<file path="config.mk">
export PLATFORM = sky130hd
export DESIGN_NAME = uart_byte_tx
export DESIGN_NICKNAME = d
export VERILOG_FILES = /design/src/rtl/uart_byte_tx.sv
export SDC_FILE = /design/constraint.sdc
export NUM_CORES = 1
export LEC_CHECK = 0
export CAP_MARGIN = 20
export CELL_PAD_IN_SITES_DETAIL_PLACEMENT = 1
export CELL_PAD_IN_SITES_GLOBAL_PLACEMENT = 1
export CORE_ASPECT_RATIO = 1.1
export CORE_UTILIZATION = 26
export DETAILED_ROUTE_END_ITERATION = 7
export PLACE_DENSITY = 0.51
export SETUP_SLACK_MARGIN = 0.02
export SYNTH_ARGS = -nofsm -noshare
export SYNTH_HDL_FRONTEND = slang
export SYNTH_SLANG_ARGS = --single-unit
</file>
<file path="constraint.sdc">
create_clock -name clk -period 4.6 [get_ports clk]
set_input_delay 1.15 -clock clk [delete_from_list [all_inputs] [get_ports clk]]
set_output_delay 1.15 -clock clk [all_outputs]
set_load 0.1 [all_outputs]
</file>
<file path="src/rtl/uart_byte_tx.sv">
// UART byte transmitter: serializes upstream bytes onto txd, LSB first,
// with optional parity and 1 or 2 stop bits. A one-byte holding register
// lets the next byte be accepted while the current one is shifting, so
// consecutive bytes go out with no idle bit between them.
module uart_byte_tx #(
  parameter int unsigned CLKS_PER_BIT = 868,
  parameter int unsigned PARITY       = 0,
  parameter int unsigned STOP_BITS    = 1
) (
  input  logic       clk,
  input  logic       rst_n,
  input  logic       in_valid,
  output logic       in_ready,
  input  logic [7:0] in_byte,
  output logic       txd,
  output logic       busy
);

  localparam int unsigned BAUD_W = (CLKS_PER_BIT > 2) ? $clog2(CLKS_PER_BIT) : 1;
  localparam logic [BAUD_W-1:0] BAUD_LAST = BAUD_W'(CLKS_PER_BIT - 1);
  localparam logic [2:0] STOP_LAST = 3'(STOP_BITS - 1);

  localparam logic [2:0] S_IDLE   = 3'd0;
  localparam logic [2:0] S_START  = 3'd1;
  localparam logic [2:0] S_DATA   = 3'd2;
  localparam logic [2:0] S_PARITY = 3'd3;
  localparam logic [2:0] S_STOP   = 3'd4;

  // Reject unsupported configurations at elaboration
  if (CLKS_PER_BIT < 2) begin : g_bad_clks_per_bit
    $error("uart_byte_tx: CLKS_PER_BIT must be >= 2");
  end
  if (PARITY > 2) begin : g_bad_parity
    $error("uart_byte_tx: PARITY must be 0, 1 or 2");
  end
  if (STOP_BITS < 1 || STOP_BITS > 2) begin : g_bad_stop_bits
    $error("uart_byte_tx: STOP_BITS must be 1 or 2");
  end

  logic [2:0]        state_q, state_n;
  logic [7:0]        shift_q, shift_n;
  logic [7:0]        hold_q, hold_n;
  logic              hold_full_q, hold_full_n;
  logic              par_q, par_n;
  logic [2:0]        bit_q, bit_n;
  logic [BAUD_W-1:0] baud_q, baud_n;
  logic              txd_q, txd_n;
  logic              accept;
  logic              bit_end;

  // Parity bit for a byte, captured when the byte enters the shifter
  function automatic logic par_of(input logic [7:0] b);
    return (PARITY == 2) ? ~^b : ^b;
  endfunction

  assign in_ready = !hold_full_q;
  assign busy     = (state_q != S_IDLE) || hold_full_q;
  assign txd      = txd_q;
  assign accept   = in_valid && !hold_full_q;
  assign bit_end  = (baud_q == BAUD_LAST);

  // State and datapath registers; reset discards any in-flight byte
  always_ff @(posedge clk) begin
    if (!rst_n) begin
      state_q     <= S_IDLE;
      shift_q     <= '0;
      hold_q      <= '0;
      hold_full_q <= 1'b0;
      par_q       <= 1'b0;
      bit_q       <= '0;
      baud_q      <= '0;
      txd_q       <= 1'b1;
    end else begin
      state_q     <= state_n;
      shift_q     <= shift_n;
      hold_q      <= hold_n;
      hold_full_q <= hold_full_n;
      par_q       <= par_n;
      bit_q       <= bit_n;
      baud_q      <= baud_n;
      txd_q       <= txd_n;
    end
  end

  // Next-state, shifter/holding control and the next line level
  always_comb begin
    state_n     = state_q;
    shift_n     = shift_q;
    hold_n      = hold_q;
    hold_full_n = hold_full_q;
    par_n       = par_q;
    bit_n       = bit_q;
    baud_n      = baud_q;
    txd_n       = 1'b1;

    if (state_q != S_IDLE) begin
      baud_n = bit_end ? '0 : baud_q + BAUD_W'(1);
      if (accept) begin
        hold_n      = in_byte;
        hold_full_n = 1'b1;
      end
    end

    case (state_q)
      S_IDLE: begin
        baud_n = '0;
        bit_n  = '0;
        if (hold_full_q) begin
          shift_n     = hold_q;
          par_n       = par_of(hold_q);
          hold_full_n = 1'b0;
          state_n     = S_START;
        end else if (accept) begin
          shift_n = in_byte;
          par_n   = par_of(in_byte);
          state_n = S_START;
        end
      end
      S_START: begin
        if (bit_end) begin
          bit_n   = '0;
          state_n = S_DATA;
        end
      end
      S_DATA: begin
        if (bit_end) begin
          shift_n = {1'b0, shift_q[7:1]};
          if (bit_q == 3'd7) begin
            bit_n   = '0;
            state_n = (PARITY != 0) ? S_PARITY : S_STOP;
          end else begin
            bit_n = bit_q + 3'd1;
          end
        end
      end
      S_PARITY: begin
        if (bit_end) begin
          bit_n   = '0;
          state_n = S_STOP;
        end
      end
      S_STOP: begin
        if (bit_end) begin
          if (bit_q == STOP_LAST) begin
            bit_n = '0;
            if (hold_full_q) begin
              shift_n     = hold_q;
              par_n       = par_of(hold_q);
              hold_full_n = 1'b0;
              state_n     = S_START;
            end else begin
              state_n = S_IDLE;
            end
          end else begin
            bit_n = bit_q + 3'd1;
          end
        end
      end
      default: begin
        state_n = S_IDLE;
      end
    endcase

    case (state_n)
      S_START:  txd_n = 1'b0;
      S_DATA:   txd_n = shift_n[0];
      S_PARITY: txd_n = par_n;
      default:  txd_n = 1'b1;
    endcase
  end

endmodule
</file>
==> results.yml, run 1 <==
synthesis:
  postSynthAreaPerCell_um2: 8.665
  synth_area_leaders: "dfxtp_1 38%, nor2_1 7.7%, xnor2_1 6.6%"
  yosysSeqAreaShare_pct: 37.79
  synth_top_area_share_pct: 37.79
  ys.flop_type: "dfxtp_1"
  synth_cell_types: 44
  synth-seq-cells: 35
  syn_inst: 214
  syn-cell-area_um2: 1854
  synth.largest_area_cell: "dfxtp_1"
  ys_async_sr_fraction_pct: 0
  synth_fp_nets: 229
  synth_edf_count: 0
  yosysWarnings: 0
layout:
  nets: 238
  seq_area_um2: 700.7
  drive_gt1_share_pct: 6.250
  antennaDiodeCount: 0
  multiInputGateArea_um2: 1079
  layout.cells.non_filler: 306
  fillers: 821
  synthToLayoutAreaGrowth_pct: 15.11
pwr:
  p_leak_nw: 0.7582
  ir_drop_uv: 115.6
  power_density_nw_per_um2: 325.1
sta:
  setup-tns-final_ns: 0
  slew_headroom_pct: 35.43
  finalHoldViolations: 0
  fin_crit_ns: 3.777
  finalMaxSlewViolations: 0
  rsz0062_at_grt: "no"
  worstMarginPinSlew_ns: 0.9655
  fmax_mhz: 264.8
  finalCritPeriodShare_pct: 82.10
  setup_ws_ns: 0.8233
  finalSetupViolations: 0
  skew_ns: 0.006459
drt:
  first_pass_iters: 4
  wire_per_inst_um: 15.39
  drc: 0
  via_per_inst: 5.013
  drt_iter0_drc: 71
  finalWirelength_um: 4709
  final_antenna_net_count: 0
  via_count: 1534
floorplanning:
  rows: 31
  start_util_pct: 27.47
  die_x_um: 82.52
  die-height_um: 90.57
  io_pins: 14
  die_area_um2: 7474
  coreArea_um2: 6749
setup_path:
  end_kind: "output port"
  worstPathMaxFanout: 15
  cp.arrival_ns: 2.63
  setup.worst_path.start_class: "flip-flop"
  crit_type: "flip-flop to output port"
  required_ns: 3.45
clock_network:
  cts_tree: "yes"
  clock-sinks: 35
  path_clk_slew_ns: 0.07
  ctsResizeCount: 0
  cts_buffers: 5
  hold_buffers: 0
  cts.htree.levels: 2
  clk-insertion-delay-late_ns: 0.29
  root_buffer: "clkbuf_8"
  post-cts-setup-buffers: 0
  clockBufferDepth: 2
status:
  status: "finished clean"
global_routing:
  globalRouteOverflowTotal: 0
  first_global_vias: 1567
  grt_first_pass_wirelength_um: 7955
  grt_antenna_before_repair: 0
  grt_usage_pct: 14.29
  grt_max_degree: 21
hold_path:
  hold_class: "flip-flop to flip-flop"
place:
  gp_congestion: 0.6992
  post-dp-hpwl_um: 3408
  port_buffers: 13
  place_worst_setup_slack_ns: 1.164
  placed_cells: 298
job:
  cap_violations: 0
layer usage:
layer,routed length (um),GRT usage [%]
met4,76,5.603
met5,0,0
met2,2218,21.42
met1,2320,19.68
met3,93,3.030
Yosys cell counts, types with 2 or more instances:
library cell,count
a21oi_1,7
a222oi_1,6
a22o_1,7
a311oi_1,2
and3_1,4
clkbuf_1,8
dfxtp_1,35
ha_1,4
inv_1,6
mux2i_1,9
nand2_1,9
nand2b_1,4
nand3_1,9
nand3b_1,3
nor2_1,38
nor2b_1,2
nor3_1,6
o21a_1,2
o21ai_0,7
o311ai_1,2
xnor2_1,14
xor2_1,8
cells in the final DEF (no fill, tap or decap), drive strengths merged, types with 3 or more instances in the layout:
| cell | synthesis | final |
|---|---|---|
| a21oi | 7 | 7 |
| a222oi | 6 | 6 |
| a22o | 7 | 7 |
| and3 | 4 | 4 |
| clkbuf | 8 | 8 |
| clkdlybuf4s50 | 0 | 13 |
| dfxtp | 35 | 35 |
| ha | 4 | 4 |
| inv | 6 | 6 |
| mux2i | 9 | 9 |
| nand2 | 9 | 9 |
| nand2b | 4 | 4 |
| nand3 | 9 | 9 |
| nand3b | 3 | 3 |
| nor2 | 38 | 38 |
| nor3 | 7 | 7 |
| o21ai | 8 | 8 |
| xnor2 | 14 | 14 |
| xor2 | 8 | 8 |
path summary, 6_finish.rpt:
kind	from	end	slack, ns	cells past startpoint
min reg2reg	baud_q[0]	baud_q[0]	0.45	1
max	state_q[2]	busy	0.82	4
min	baud_q[0]	baud_q[0]	0.45	1
max reg2reg	baud_q[0]	shift_q[6]	2.24	6
worst max-delay path: stages (launching register included):
cell and delay, ns:
dfxtp_1 0.64, or3_1 0.37, nor2_1 0.10, inv_1 0.09, clkdlybuf4s50_1 1.13
layout make-up:
| cell class | instances | area share [%] |
|---|---|---|
| multi-input cells | 162 | 50.53 |
| clock buffers | 8 | 4.689 |
| repair buffers | 13 | 6.096 |
| well taps | 82 | 4.807 |
| flip-flops and latches | 35 | 32.83 |
| inverters | 6 | 1.055 |
registers in the layout, indices dropped and copies added, names as in the netlist:
signal	flops
state_q	3
hold_q	8
par_q	1
bit_q	3
hold_full_q	1
txd	1
shift_q	8
baud_q	10
cell families (layout without fill, tap and decap cells):
| logic type | Yosys count | in the layout | share of synthesized area [%] |
|---|---|---|---|
| AO/OA/AOI/OAI | 42 | 42 | 17.34 |
| XOR/XNOR | 22 | 22 | 10.39 |
| adder cells (fa/ha/maj) | 4 | 4 | 2.699 |
| buffers and inverters | 17 | 27 | 4.048 |
| flip-flops | 35 | 35 | 37.79 |
| multiplexers | 9 | 9 | 4.858 |
| AND/OR/NAND/NOR | 85 | 85 | 22.87 |
power by group:
part | internal (W) | switching, W | leakage [nW]
Sequential | 0.000315 | 0.0000121 | 0.285
Clock | 0.000137 | 0.000114 | 0.0515
Combinational | 0.0000471 | 0.0000691 | 0.422
stage by stage:
step | total power, W | instance area [um^2] | hold WS (ns) | util, %
detailed placement | 0.0004525 | 2034 | 0.4413 | 30.14
global placement | 0.0004530 | 2034 | 0.4345 | 30.14
finish | 0.0006940 | 2135 | 0.4544 | 31.63
CTS | 0.0007076 | 2135 | 0.4605 | 31.63
floorplan | 0.0004166 | 1854 | 0.4176 | -
global route | 0.0007300 | 2135 | 0.4858 | 31.63
(Power assumes the default switching activity.)
==> run 2: changes to the inputs <==
==> constraint.sdc (replaced) <==
create_clock -name clk -period 3.7 [get_ports clk]
set_input_delay 0.925 -clock clk [delete_from_list [all_inputs] [get_ports clk]]
set_output_delay 0.925 -clock clk [all_outputs]
set_load 0.1 [all_outputs]
==> run 2 against run 1 <==
Clock-buffer cell count is 2 lower; clock skew is 0.0025 ns lower; sequential cell count stayed put; first-iteration DRC count is 120% higher; hold slack better by 0.0015 ns; global-route usage is 0.53 points lower; sequential power is 24% higher; clock power is 2% higher; power is 17% higher; final area is 1.1% lower; die area stayed put; largest cell class unchanged.
==> results.yml, run 2 (same netlist as run 1, synthesis figures left out) <==
floorplanning:
  die_area_um2: 7474
  die_x_um: 82.52
  io_pins: 14
  coreArea_um2: 6749
  die-height_um: 90.57
  start_util_pct: 27.47
  rows: 31
sta:
  skew_ns: 0.003970
  slew_headroom_pct: 35.31
  rsz0062_at_grt: "no"
  finalCritPeriodShare_pct: 74.65
  fin_crit_ns: 2.762
  setup-tns-final_ns: 0
  finalSetupViolations: 0
  finalMaxSlewViolations: 0
  fmax_mhz: 362.0
  worstMarginPinSlew_ns: 0.9673
  finalHoldViolations: 0
global_routing:
  grt_max_degree: 21
  grt_antenna_before_repair: 0
  grt_usage_pct: 13.76
  globalRouteOverflowTotal: 0
  first_global_vias: 1565
  grt_first_pass_wirelength_um: 7810
setup_path:
  cp.arrival_ns: 1.84
  crit_type: "flip-flop to output port"
  rr_worst_depth: 6
  end_kind: "output port"
  worstPathMaxFanout: 15
  setup.worst_path.start_class: "flip-flop"
  reg2reg_to: "shift_q[2]"
  reg2reg_setup_slack_ns: 1.34
  r2r-start: "baud_q[0]"
  required_ns: 2.77
layout:
  largest_register_ffs: 10
  design_area_um2: 2112
  fillers: 814
  top_regs: "baud_q x10, hold_q x8, shift_q x8"
  final_common_cell: "nor2_1"
  antennaDiodeCount: 0
  synthToLayoutAreaGrowth_pct: 13.90
  nets: 239
  multiInputGateArea_um2: 1079
  final_cell_mix: "38 x nor2_1, 35 x dfxtp_1, 14 x xnor2_1, 12 x clkdlybuf4s50_1"
  seq_area_um2: 700.7
  drive_gt1_share_pct: 6.278
  regMostFlops: "baud_q"
job:
  cap_violations: 0
pwr:
  p_leak_nw: 0.7504
  ir_drop_uv: 161.8
  power_density_nw_per_um2: 383.1
drt:
  wire_per_inst_um: 15.21
  final_antenna_net_count: 0
  first_pass_iters: 4
  drt_iter0_drc: 154
  via_count: 1509
  via_per_inst: 4.948
  finalWirelength_um: 4638
  drc: 0
status:
  status: "finished clean"
place:
  place_area_um2: 2039
  gp_congestion: 0.7125
  post-dp-hpwl_um: 3457
  port_buffers: 13
clock_network:
  root_buffer: "clkbuf_8"
  post-cts-setup-buffers: 0
  clockBufferDepth: 2
  hold_buffers: 0
  cts_tree: "yes"
  cts_buffers: 5
  clock-sinks: 35
  path_clk_slew_ns: 0.07
  ctsResizeCount: 0
  clk-insertion-delay-late_ns: 0.28
  cts.htree.levels: 2
hold_path:
  worstHoldPathCells: 1
  hold_start: "baud_q[0]"
  hold_path_end: "baud_q[0]"
  hold_class: "flip-flop to flip-flop"
[run 2: changes by cell type in the layout (fill, tap and decap cells not counted)]
| cell | change |
|---|---|
| clkbuf_8 | -2 |
| buf_4 | +2 |
| clkdlybuf4s50_1 | -1 |
[run 2: power breakdown]
group          internal, W  total (W)  switching, W
Clock             0.000126   0.000257      0.000132
Combinational    0.0000586   0.000146     0.0000878
Sequential        0.000392   0.000406     0.0000134
Total             0.000576   0.000809      0.000233
[run 2: final cells by class]
class / count / share of cell area [%]
clock buffer: 6 / 3.436
multi-input combinational: 162 / 51.07
timing repair buffer: 14 / 6.398
tap: 82 / 4.858
sequential: 35 / 33.18
inverter: 6 / 1.066
[run 2: through the flow]
step,hold WS (ns),worst slack [ns],utilization [%],power [W],cells
CTS,0.4655,0.9334,31.29,0.0008244,305
global placement,0.4346,0.9735,30.22,0.0005629,299
global route,0.4897,0.8287,31.29,0.0008571,305
floorplan,0.4176,1.477,-,0.0005180,214
detailed placement,0.4478,0.9912,30.22,0.0005626,299
finish,0.4558,0.9379,31.29,0.0008091,305
[run 2: worst max path at each step]
stage	slack, ns	startpoint	depth (start not counted)	end
6_report	0.94	state_q[2]	4	busy
5_1_grt	0.83	state_q[2]	4	busy
4_1_cts	0.93	state_q[2]	4	busy
3_5_place_dp	0.99	in_byte[0]	7	txd
3_3_place_gp	0.97	in_byte[0]	7	txd
2_1_floorplan	1.48	state_q[2]	4	busy
[run 2: per-layer routing]
| layer | global-route usage (%) | wire length [um] |
|---|---|---|
| met5 | 0 | 0 |
| met4 | 4.454 | 55 |
| met3 | 2.828 | 155 |
| met2 | 20.45 | 2079 |
| met1 | 19.53 | 2348 |
[run 2: worst max-delay path: stages, from the launching register on]
cell and delay (ns):
dfxtp_1 0.48, or3_1 0.58, nor2_1 0.20, inv_1 0.06, buf_4 0.23
==> run 3: changes to the inputs <==
--- a/config.mk
+++ b/config.mk
@@ -11,7 +11,7 @@
 export CORE_ASPECT_RATIO = 1.1
 export CORE_UTILIZATION = 26
 export DETAILED_ROUTE_END_ITERATION = 7
-export PLACE_DENSITY = 0.51
+export PLACE_DENSITY = 0.53
 export SETUP_SLACK_MARGIN = 0.02
 export SYNTH_ARGS = -nofsm -noshare
 export SYNTH_HDL_FRONTEND = slang
==> constraint.sdc (replaced) <==
create_clock -name clk -period 2.52 [get_ports clk]
set_input_delay 0.63 -clock clk [delete_from_list [all_inputs] [get_ports clk]]
set_output_delay 0.63 -clock clk [all_outputs]
set_load 0.1 [all_outputs]
==> run 3 against run 2 <==
Routed wire length is 1.6% higher; clock skew hardly changed; clock power is 76% higher; critical path type is now flip-flop to flip-flop; largest cell class unchanged; largest power group unchanged.
==> results.yml, run 3 (same netlist as run 1, synthesis figures left out) <==
layout:
  top_regs: "baud_q x10, hold_q x8, shift_q x8"
  antennaDiodeCount: 0
  synthToLayoutAreaGrowth_pct: 19.03
  nets: 247
  drive_gt1_share_pct: 11.16
  largest_register_ffs: 10
  regMostFlops: "baud_q"
  final_cell_mix: "38 x nor2_1, 35 x dfxtp_1, 14 x xnor2_1, 11 x buf_4, 10 x clkdlybuf4s50_1"
  final_common_cell: "nor2_1"
setup_path:
  crit_type: "flip-flop to flip-flop"
  setup.worst_path.start_class: "flip-flop"
  cp.arrival_ns: 2.37
  required_ns: 2.72
  end_kind: "flip-flop"
  worstPathMaxFanout: 11
pwr:
  netSwitchingPower_w: 0.0003538
  power_w: 0.001275
  switching_share_pct: 27.74
  seq_power_share_pct: 46.6
  ir_drop_uv: 178.5
  power_density_nw_per_um2: 577.8
  comb_power_share_pct: 17.9
  p_leak_nw: 0.8106
  pwr-share-clk_pct: 35.5
  p_int_w: 0.0009215
job:
  cap_violations: 0
sta:
  slew_headroom_pct: 57.44
  setup-tns-final_ns: 0
  finalHoldViolations: 0
  finalSetupViolations: 0
  skew_ns: 0.003679
  fin_crit_ns: 2.168
  fmax_mhz: 461.3
  finalMaxSlewViolations: 0
  worstMarginPinSlew_ns: 0.6375
  rsz0062_at_grt: "no"
  finalCritPeriodShare_pct: 86.02
global_routing:
  grt_first_pass_wirelength_um: 8066
  grt_max_degree: 21
  met3_usage_pct: 2.323
  met1_usage_pct: 20.79
  grt_usage_pct: 14.30
  grt_antenna_before_repair: 0
  met2_usage_pct: 20.66
  grt-busiest-layer: "met1"
  globalRouteOverflowTotal: 0
  first_global_vias: 1578
drt:
  via_per_inst: 5.073
  finalWirelength_um: 4711
  wire_per_inst_um: 14.96
  drc: 0
  first_pass_iters: 5
  final_antenna_net_count: 0
  via_count: 1598
  drt_iter0_drc: 102
clock_network:
  cts_buffers: 5
  clock-sinks: 35
  clockBufferDepth: 2
  cts_tree: "yes"
  cts.htree.levels: 2
  post-cts-setup-buffers: 0
  hold_buffers: 0
  root_buffer: "clkbuf_8"
  ctsResizeCount: 0
  clk-insertion-delay-late_ns: 0.29
  path_clk_slew_ns: 0.07
floorplanning:
  die_area_um2: 7474
  rows: 31
  coreArea_um2: 6749
  die-height_um: 90.57
  start_util_pct: 27.47
  die_x_um: 82.52
  io_pins: 14
place:
  post-dp-hpwl_um: 3446
  gp_congestion: 0.7475
  port_buffers: 13
hold_path:
  hold_class: "flip-flop to flip-flop"
status:
  status: "finished clean"
[run 3: layer usage]
| metal | vias up | part of all wire (%) |
|---|---|---|
| met1 | 776 | 49 |
| met3 | 5 | 3.7 |
| met4 | 0 | 1.5 |
| met2 | 28 | 45 |
| met5 | - | 0 |
| li1 | 789 | - |
[run 3: final timing paths]
path                  start         to  slack [ns]  depth (start not counted)
setup reg to reg  baud_q[0]        txd        0.35                          7
hold reg to reg   baud_q[0]  baud_q[0]        0.45                          1
hold / removal    baud_q[0]  baud_q[0]        0.45                          1
setup / recovery  baud_q[0]        txd        0.35                          7
[run 3: through the flow]
stage                     utilization (%)  area [um^2]  hold WS (ns)  setup WS, ns  instances
after global placement              31.22         2107        0.4329        0.1376        307
final                               32.70         2207        0.4482        0.3523        315
after floorplan                         -         1854        0.4176        0.4397        214
after CTS                           32.70         2207        0.4551        0.3175        315
after detailed placement            31.22         2107        0.4390        0.1522        307
after global routing                32.70         2207        0.4877        0.1641        315
[run 3: final cells by class]
cell class	instances	area, um^2
well taps	82	102.6
flip-flops and latches	35	700.7
repair buffers	22	202.7
clock buffers	8	100.1
fillers	828	4542
inverters	6	22.52
multi-input cells	162	1079
[run 3: power by group through the flow]
stage | Clock, W | Sequential [W] | Combinational, W
CTS | 0.000479 | 0.000594 | 0.000232
finish | 0.000453 | 0.000594 | 0.000228
detailed placement | 0 | 0.000607 | 0.000231
floorplan | 0 | 0.000611 | 0.000150
global placement | 0 | 0.000606 | 0.000231
global route | 0.000503 | 0.000597 | 0.000252
[run 3: critical path, cell delays in order (launching register included)]
cell and delay (ns):
dfxtp_1 0.35, ha_1 0.19, nand4bb_1 0.17, or3_4 0.48
or2_4 0.30, a211oi_2 0.24, a311oi_1 0.09, o311ai_1 0.27
